## config.mk

```make
export PLATFORM = sky130hd
export DESIGN_NAME = gpio_pad_ctrl_flat
export DESIGN_NICKNAME = d
export VERILOG_FILES = /design/src/rtl/gpio_pkg.sv /design/src/rtl/gpio_pad_ctrl_if.sv /design/src/rtl/gpio_debounce.sv /design/src/rtl/gpio_pad_ctrl.sv /design/src/flat_wrapper.sv
export SDC_FILE = /design/constraint.sdc
export NUM_CORES = 1
export LEC_CHECK = 0
export CAP_MARGIN = 20
export CELL_PAD_IN_SITES_DETAIL_PLACEMENT = 1
export CELL_PAD_IN_SITES_GLOBAL_PLACEMENT = 1
export CORE_MARGIN = 5
export CORE_UTILIZATION = 28
export CTS_BUF_LIST = sky130_fd_sc_hd__clkbuf_8 sky130_fd_sc_hd__clkbuf_16
export CTS_CLUSTER_DIAMETER = 30
export DETAILED_ROUTE_END_ITERATION = 8
export PLACE_DENSITY_LB_ADDON = 0.1
export SLEW_MARGIN = 10
export SYNTH_ARGS = -nofsm -noshare
export SYNTH_HDL_FRONTEND = slang
export SYNTH_SLANG_ARGS = --single-unit
export TNS_END_PERCENT = 50
```

## constraint.sdc

```tcl
create_clock -name clk_i -period 1.1 [get_ports clk_i]
set_input_delay 0.22 -clock clk_i [delete_from_list [all_inputs] [get_ports clk_i]]
set_output_delay 0.22 -clock clk_i [all_outputs]
set_load 0.05 [all_outputs]
```

## src/rtl/gpio_pkg.sv

```systemverilog
// gpio_pkg: shared types and constants for the GPIO pad controller.
//   DEB_CNT_WIDTH  - width of the per-pin debounce tick counter
//   gpio_pad_out_t - registered pad-drive bits for one pin (out/oen/ren)
//   gpio_edge_t    - rise/fall event pulses for one pin
package gpio_pkg;

   localparam int DEB_CNT_WIDTH = 4;

   typedef struct packed {
      logic out;   // pad i_i
      logic oen;   // pad oen_i, 1 = driver off
      logic ren;   // pad ren_i, 0 = pull on
   } gpio_pad_out_t;

   typedef struct packed {
      logic rise;
      logic fall;
   } gpio_edge_t;

endpackage

```

## src/rtl/gpio_pad_ctrl_if.sv

```systemverilog
// gpio_pad_ctrl_if: pad-ring side of the GPIO bank.
//   pad_out_o / pad_oen_o / pad_ren_o : core -> pad cell drive pins
//   pad_in_i                          : pad cell c_o -> core (asynchronous)
// master = core controller, slave = pad ring.
interface gpio_pad_ctrl_if #(
   parameter int GPIO_NUM = 8
);
   logic [GPIO_NUM-1:0] pad_out_o;
   logic [GPIO_NUM-1:0] pad_oen_o;
   logic [GPIO_NUM-1:0] pad_ren_o;
   logic [GPIO_NUM-1:0] pad_in_i;

   modport master (output pad_out_o, pad_oen_o, pad_ren_o, input pad_in_i);
   modport slave  (input pad_out_o, pad_oen_o, pad_ren_o, output pad_in_i);
endinterface

```

## src/rtl/gpio_debounce.sv

```systemverilog
// gpio_debounce: one pin's input path.
//   pad_in_i  - raw asynchronous pad input
//   tick_i    - shared prescaler tick (unused when debounce is compiled out)
//   stable_o  - filtered input value
//   edg_o     - rise/fall pulses of stable_o, one cycle each
// Macro GPIO_DEBOUNCE_EN: when defined, stable_o only follows the
// synchronized input after it has differed for DEB_THRESH ticks; when
// undefined, stable_o is the synchronized input delayed by one flop.
module gpio_debounce
   import gpio_pkg::*;
#(
   parameter int DEB_THRESH = 4
) (
   input  logic       clk_i,
   input  logic       rst_n_i,
   input  logic       tick_i,
   input  logic       pad_in_i,
   output logic       stable_o,
   output gpio_edge_t edg_o
);

   logic [1:0] sync_q, sync_d;
   logic       stable_q, stable_d;
   logic       prev_q, prev_d;

`ifdef GPIO_DEBOUNCE_EN
   logic [DEB_CNT_WIDTH-1:0] cnt_q, cnt_d;

   always_comb begin
      sync_d   = {sync_q[0], pad_in_i};
      prev_d   = stable_q;
      stable_d = stable_q;
      cnt_d    = cnt_q;
      if (sync_q[1] == stable_q) begin
         // any return to the filtered value restarts qualification
         cnt_d = '0;
      end else if (tick_i) begin
         if (cnt_q == DEB_CNT_WIDTH'(DEB_THRESH - 1)) begin
            stable_d = sync_q[1];
            cnt_d    = '0;
         end else begin
            cnt_d = cnt_q + 1'b1;
         end
      end
   end

   always_ff @(posedge clk_i or negedge rst_n_i) begin
      if (!rst_n_i) cnt_q <= '0;
      else          cnt_q <= cnt_d;
   end
`else
   logic unused_tick;
   assign unused_tick = tick_i;

   always_comb begin
      sync_d   = {sync_q[0], pad_in_i};
      prev_d   = stable_q;
      stable_d = sync_q[1];
   end
`endif

   always_ff @(posedge clk_i or negedge rst_n_i) begin
      if (!rst_n_i) begin
         sync_q   <= '0;
         stable_q <= 1'b0;
         prev_q   <= 1'b0;
      end else begin
         sync_q   <= sync_d;
         stable_q <= stable_d;
         prev_q   <= prev_d;
      end
   end

   assign stable_o   = stable_q;
   assign edg_o.rise = stable_q & ~prev_q;
   assign edg_o.fall = ~stable_q & prev_q;

endmodule

```

## src/rtl/gpio_pad_ctrl.sv

```systemverilog
// gpio_pad_ctrl: core-side controller for a bank of tri-state GPIO pads.
//   clk_i, rst_n_i       - clock, async active-low reset
//   dir_i/out_i/pull_en_i- register-block pin configuration
//   deb_div_i            - debounce tick period minus 1
//   rise_en_i/fall_en_i  - per-pin edge interrupt enables
//   int_clr_i            - write-1-to-clear pending bits (set wins)
//   in_o                 - filtered pin inputs
//   int_pend_o, irq_o    - pending bits and their OR
//   pad_if (master)      - pad ring drive/sense pins
// Macro GPIO_DEBOUNCE_EN: enables the tick prescaler and per-pin glitch
// filter; without it deb_div_i is ignored.
module gpio_pad_ctrl
   import gpio_pkg::*;
#(
   parameter int GPIO_NUM      = 8,
   parameter int DEB_DIV_WIDTH = 16,
   parameter int DEB_THRESH    = 4
) (
   input  logic                     clk_i,
   input  logic                     rst_n_i,
   input  logic [GPIO_NUM-1:0]      dir_i,
   input  logic [GPIO_NUM-1:0]      out_i,
   input  logic [GPIO_NUM-1:0]      pull_en_i,
   input  logic [DEB_DIV_WIDTH-1:0] deb_div_i,
   input  logic [GPIO_NUM-1:0]      rise_en_i,
   input  logic [GPIO_NUM-1:0]      fall_en_i,
   input  logic [GPIO_NUM-1:0]      int_clr_i,
   output logic [GPIO_NUM-1:0]      in_o,
   output logic [GPIO_NUM-1:0]      int_pend_o,
   output logic                     irq_o,
   gpio_pad_ctrl_if.master          pad_if
);

   logic tick;

`ifdef GPIO_DEBOUNCE_EN
   logic [DEB_DIV_WIDTH-1:0] div_cnt_q, div_cnt_d;

   // Compare on equality only: if deb_div_i drops below the count, the
   // counter runs to its maximum and wraps naturally.
   assign tick = (div_cnt_q == deb_div_i);

   always_comb begin
      div_cnt_d = div_cnt_q + 1'b1;
      if (tick) div_cnt_d = '0;
   end

   always_ff @(posedge clk_i or negedge rst_n_i) begin
      if (!rst_n_i) div_cnt_q <= '0;
      else          div_cnt_q <= div_cnt_d;
   end
`else
   logic unused_deb_div;
   assign unused_deb_div = ^deb_div_i;
   assign tick           = 1'b1;
`endif

   // ---------------- pad drive registers ----------------
   gpio_pad_out_t [GPIO_NUM-1:0] pad_q, pad_d;

   always_comb begin
      pad_d = pad_q;
      for (int i = 0; i < GPIO_NUM; i++) begin
         pad_d[i].out = out_i[i];
         pad_d[i].oen = ~dir_i[i];
         pad_d[i].ren = ~pull_en_i[i];
      end
   end

   always_ff @(posedge clk_i or negedge rst_n_i) begin
      if (!rst_n_i) begin
         // every pin an input with the driver and pull off
         for (int i = 0; i < GPIO_NUM; i++) begin
            pad_q[i] <= '{out: 1'b0, oen: 1'b1, ren: 1'b1};
         end
      end else begin
         pad_q <= pad_d;
      end
   end

   always_comb begin
      for (int i = 0; i < GPIO_NUM; i++) begin
         pad_if.pad_out_o[i] = pad_q[i].out;
         pad_if.pad_oen_o[i] = pad_q[i].oen;
         pad_if.pad_ren_o[i] = pad_q[i].ren;
      end
   end

   // ---------------- per-pin input path ----------------
   // Output-mode pins are sampled too, so loopback edges still interrupt.
   logic [GPIO_NUM-1:0]      stable;
   gpio_edge_t [GPIO_NUM-1:0] edg;

   for (genvar g = 0; g < GPIO_NUM; g++) begin : g_pin
      gpio_debounce #(
         .DEB_THRESH (DEB_THRESH)
      ) u_deb (
         .clk_i    (clk_i),
         .rst_n_i  (rst_n_i),
         .tick_i   (tick),
         .pad_in_i (pad_if.pad_in_i[g]),
         .stable_o (stable[g]),
         .edg_o    (edg[g])
      );
   end

   // ---------------- interrupt pending ----------------
   logic [GPIO_NUM-1:0] rise, fall;
   logic [GPIO_NUM-1:0] int_pend_q, int_pend_d;

   always_comb begin
      rise = '0;
      fall = '0;
      for (int i = 0; i < GPIO_NUM; i++) begin
         rise[i] = edg[i].rise;
         fall[i] = edg[i].fall;
      end
      // a new event in the same cycle as a clear keeps the bit set
      int_pend_d = (int_pend_q & ~int_clr_i) | (rise & rise_en_i) | (fall & fall_en_i);
   end

   always_ff @(posedge clk_i or negedge rst_n_i) begin
      if (!rst_n_i) int_pend_q <= '0;
      else          int_pend_q <= int_pend_d;
   end

   assign in_o       = stable;
   assign int_pend_o = int_pend_q;
   assign irq_o      = |int_pend_q;

endmodule

```

## src/flat_wrapper.sv

```systemverilog
// flat-port wrapper written by rule: the top's interface ports become plain ports
module gpio_pad_ctrl_flat import gpio_pkg::*;
#(
   parameter int GPIO_NUM      = 8,
   parameter int DEB_DIV_WIDTH = 16,
   parameter int DEB_THRESH    = 4
)
  (clk_i, rst_n_i, dir_i, out_i, pull_en_i, deb_div_i, rise_en_i, fall_en_i, int_clr_i, in_o, int_pend_o, irq_o, pad_if_pad_out_o, pad_if_pad_oen_o, pad_if_pad_ren_o, pad_if_pad_in_i);
  gpio_pad_ctrl_if #(.GPIO_NUM(GPIO_NUM)) pad_if_i ();
  input  logic clk_i;
  input  logic rst_n_i;
  input  logic [GPIO_NUM-1:0] dir_i;
  input  logic [GPIO_NUM-1:0] out_i;
  input  logic [GPIO_NUM-1:0] pull_en_i;
  input  logic [DEB_DIV_WIDTH-1:0] deb_div_i;
  input  logic [GPIO_NUM-1:0] rise_en_i;
  input  logic [GPIO_NUM-1:0] fall_en_i;
  input  logic [GPIO_NUM-1:0] int_clr_i;
  output logic [GPIO_NUM-1:0] in_o;
  output logic [GPIO_NUM-1:0] int_pend_o;
  output logic irq_o;
  output wire logic [$bits(pad_if_i.pad_out_o)-1:0] pad_if_pad_out_o;
  output wire logic [$bits(pad_if_i.pad_oen_o)-1:0] pad_if_pad_oen_o;
  output wire logic [$bits(pad_if_i.pad_ren_o)-1:0] pad_if_pad_ren_o;
  input wire logic [$bits(pad_if_i.pad_in_i)-1:0] pad_if_pad_in_i;
  assign pad_if_pad_out_o = pad_if_i.pad_out_o;
  assign pad_if_pad_oen_o = pad_if_i.pad_oen_o;
  assign pad_if_pad_ren_o = pad_if_i.pad_ren_o;
  assign pad_if_i.pad_in_i = pad_if_pad_in_i;
  gpio_pad_ctrl #(.GPIO_NUM(GPIO_NUM), .DEB_DIV_WIDTH(DEB_DIV_WIDTH), .DEB_THRESH(DEB_THRESH)) u_core (.clk_i(clk_i), .rst_n_i(rst_n_i), .dir_i(dir_i), .out_i(out_i), .pull_en_i(pull_en_i), .deb_div_i(deb_div_i), .rise_en_i(rise_en_i), .fall_en_i(fall_en_i), .int_clr_i(int_clr_i), .in_o(in_o), .int_pend_o(int_pend_o), .irq_o(irq_o), .pad_if(pad_if_i));
endmodule
```

==> results.yml <==
outcome:
  outcome: "complete, but fails checks"
  violations: "setup timing"
worst_setup_path:
  required_ns: 0.88
  r2r_start: "u_core.int_pend_o[5]"
  path_class: "reg -> out"
  slowest_delay_ns: 0.43
  arrival_ns: 1.27
  worstPathCellList: "nor4_4, nand2_2, buf_6"
  crit_path_start: "u_core.int_pend_o[4]"
  path_max_fanout: 2
  worst_setup_path_start_kind: "flop"
  cp_slowest_cell: "dfrtp_2"
  critical_path.endpoint_type: "output port"
die:
  die-area_um2: 8761
  start_util_pct: 28.80
  dieWidth_um: 93.60
  coreArea_um2: 6794
  num_rows: 30
  ioPinCount: 115
  die_h_um: 93.60
timing:
  max_slew.worst_pin.slew_ns: 0.3258
  max-slew-margin-rel_pct: 78.28
  setup_viol: 33
  max_freq_mhz: 669.2
  rsz0062_at_grt: "yes"
  hold_violations: 0
  finalCritPeriodShare_pct: 135.8
  min_period_ns: 1.494
  slew_viol_final: 0
  skew_ns: 0.007264
  worst_slack_ns: -0.3942
  final.setup.tns_ns: -3.868
routing:
  initialDrtViolationCount: 33
  drc: 0
  dr.pass1.iters: 4
  drtAntennaViolNets: 0
  wl_per_cell_um: 13.95
  vias_per_cell: 3.920
  num_vias: 1329
  wl_um: 4729
power_and_ir_drop:
  leakagePower_nw: 1.660
  powerDensity_nw_per_um2: 1494
  peakVddDrop_mv: 0.5957
cts:
  cts_tree: "built"
  clk_path_buf_depth: 2
  insertion_delay_ns: 0.33
  cts.sink_count: 64
  numCtsBuffers: 9
  cts_root_buffer: "clkbuf_8"
  path_clk_slew_ns: 0.07
  htreeDepth: 3
synth:
  synth_edf_count: 0
  synth_area_per_cell_um2: 15.91
  synth-seq-cells: 64
  ys.flop_type: "dfrtp_1"
  async_flop_share_pct: 100.0
  synth_nets: 197
  yosys_warnings: 0
  ys_top_cells_by_area: "dfrtp_1 (61%), dfstp_2 (21%), inv_1 (3.3%)"
  synth_cells: 123
  synth_commonest_cells: "dfrtp_1 (48), inv_1 (17), dfstp_2 (16)"
  synth.distinct_cells: 10
  post-synth-top-area-cell: "dfrtp_1"
  yosysSeqAreaShare_pct: 82.86
  yosysMostFrequentCell: "dfrtp_1"
  synth_top_area_share_pct: 61.38
  synth_area_um2: 1957
placement:
  dp_hpwl_um: 3683
  port_buffers: 98
  place_inst: 318
  place.gp.congestion: 0.6777
global_routing:
  grt_pass1_vias: 1623
  grt_util_all_layers_pct: 11.96
  antenna_found_initial: 0
  overflow: 0
  grt_pass1_wl_um: 7810
  grt_max_degree: 65
worst_hold_path:
  hold_start: "pad_if_pad_in_i[2]"
  hold_class: "in -> reg"
cells_and_area:
  nNetsFinal: 312
  synthToLayoutAreaGrowth_pct: 92.90
  n_antenna_cell: 0
  stdcell_count: 339
  drive_above_1_share_pct: 41.15
job:
  cap_violations: 0
## where the power goes
group	total (mW)	switching [mW]	leakage (nW)	internal, mW
clock network	1.80	0.816	0.103	0.982
registers	2.64	0.117	0.721	2.52
logic	1.20	0.535	0.836	0.666
## path summary, 6_finish.rpt
kind                                              endpoint  slack, ns  depth (start not counted)
max                                                  irq_o      -0.39                          3
min                        u_core.g_pin[2].u_deb.sync_q[0]       0.33                          1
max reg2reg                           u_core.int_pend_o[5]       0.13                          4
min reg2reg                 u_core.g_pin[0].u_deb.stable_o       0.34                          0
max in group asynchronous       u_core.pad_if.pad_ren_o[7]       0.35                          3
min in group asynchronous     u_core.g_pin[6].u_deb.prev_q       0.43                          3
## registers in the layout, indices dropped and copies added, names as in the netlist
signal,count
u_core.g_pin.u_deb.sync_q,16
u_core.g_pin.u_deb.prev_q,8
u_core.g_pin.u_deb.stable_o,8
u_core.int_pend_o,8
u_core.pad_if.pad_oen_o,8
u_core.pad_if.pad_out_o,8
u_core.pad_if.pad_ren_o,8
## stage by stage
step / instance area (um2) / total power, mW / util [%] / hold WS [ns] / worst slack, ns
global route: 3775 / 5.929 / 55.56 / 0.3150 / -0.4603
detailed placement: 3493 / 3.831 / 51.42 / 0.2585 / -0.1136
global placement: 3493 / 3.804 / 51.42 / 0.2561 / -0.1108
CTS: 3751 / 5.734 / 55.21 / 0.3157 / -0.4168
finish: 3775 / 5.641 / 55.56 / 0.3304 / -0.3942
floorplan: 1979 / 3.059 / - / -0.07559 / -0.1649
## cell usage in the layout, fill, tap and decap left out
cell type	count
buf_4	4
nand2b_1	7
nor4_4	2
nand2_1	8
inv_1	18
nand3b_1	8
buf_12	41
o221ai_1	1
buf_2	1
dfrtp_2	11
o211ai_1	7
clkinv_2	3
clkbuf_8	12
dlygate4sd3_1	1
nand2_2	1
dfstp_2	16
buf_6	9
dfrtp_1	37
clkdlybuf4s50_1	56
## kinds of logic (layout without fill, tap and decap cells)
group | Yosys count | count (layout) | synth area share [%]
simple gates | 26 | 26 | 7.672
buf+inv | 25 | 145 | 6.330
flops | 64 | 64 | 82.86
compound gates | 8 | 8 | 3.133
## what timing repair did
item / CTS / global route
resized for setup: 11 / 9
buffers inserted: 4 / 6
endpoints found under the setup margin: 41 / 41
hold endpoints to repair: 48 / 0
hold buffers: 1 / 0
pin swaps: 1 / 0
## critical path, delay by kind of cell, from the launching register on
kind	cells	cell delay, ns
buffers and inverters	1	0.16
flip-flops	1	0.43
AND/OR/NAND/NOR	2	0.36
## layer usage
layer	up-vias	GRT usage (%)	part of all wire (%)
met5	-	0	0
met4	0	6.980	1.9
met3	11	6.677	13
met2	71	19.77	52
met1	638	11.68	34
li1	609	-	-
## layout make-up
type                            count  area [um2]
Multi-Input combinational cell     34       244.0
Tap cell                           96       120.1
Inverter                           17       63.81
Timing Repair Buffer              112        1528
Clock buffer                       12       165.2
Fill cell                         659        3019
Clock inverter                      4       18.77
Sequential cell                    64        1635
Note: power is estimated with default switching activity, not from simulation.
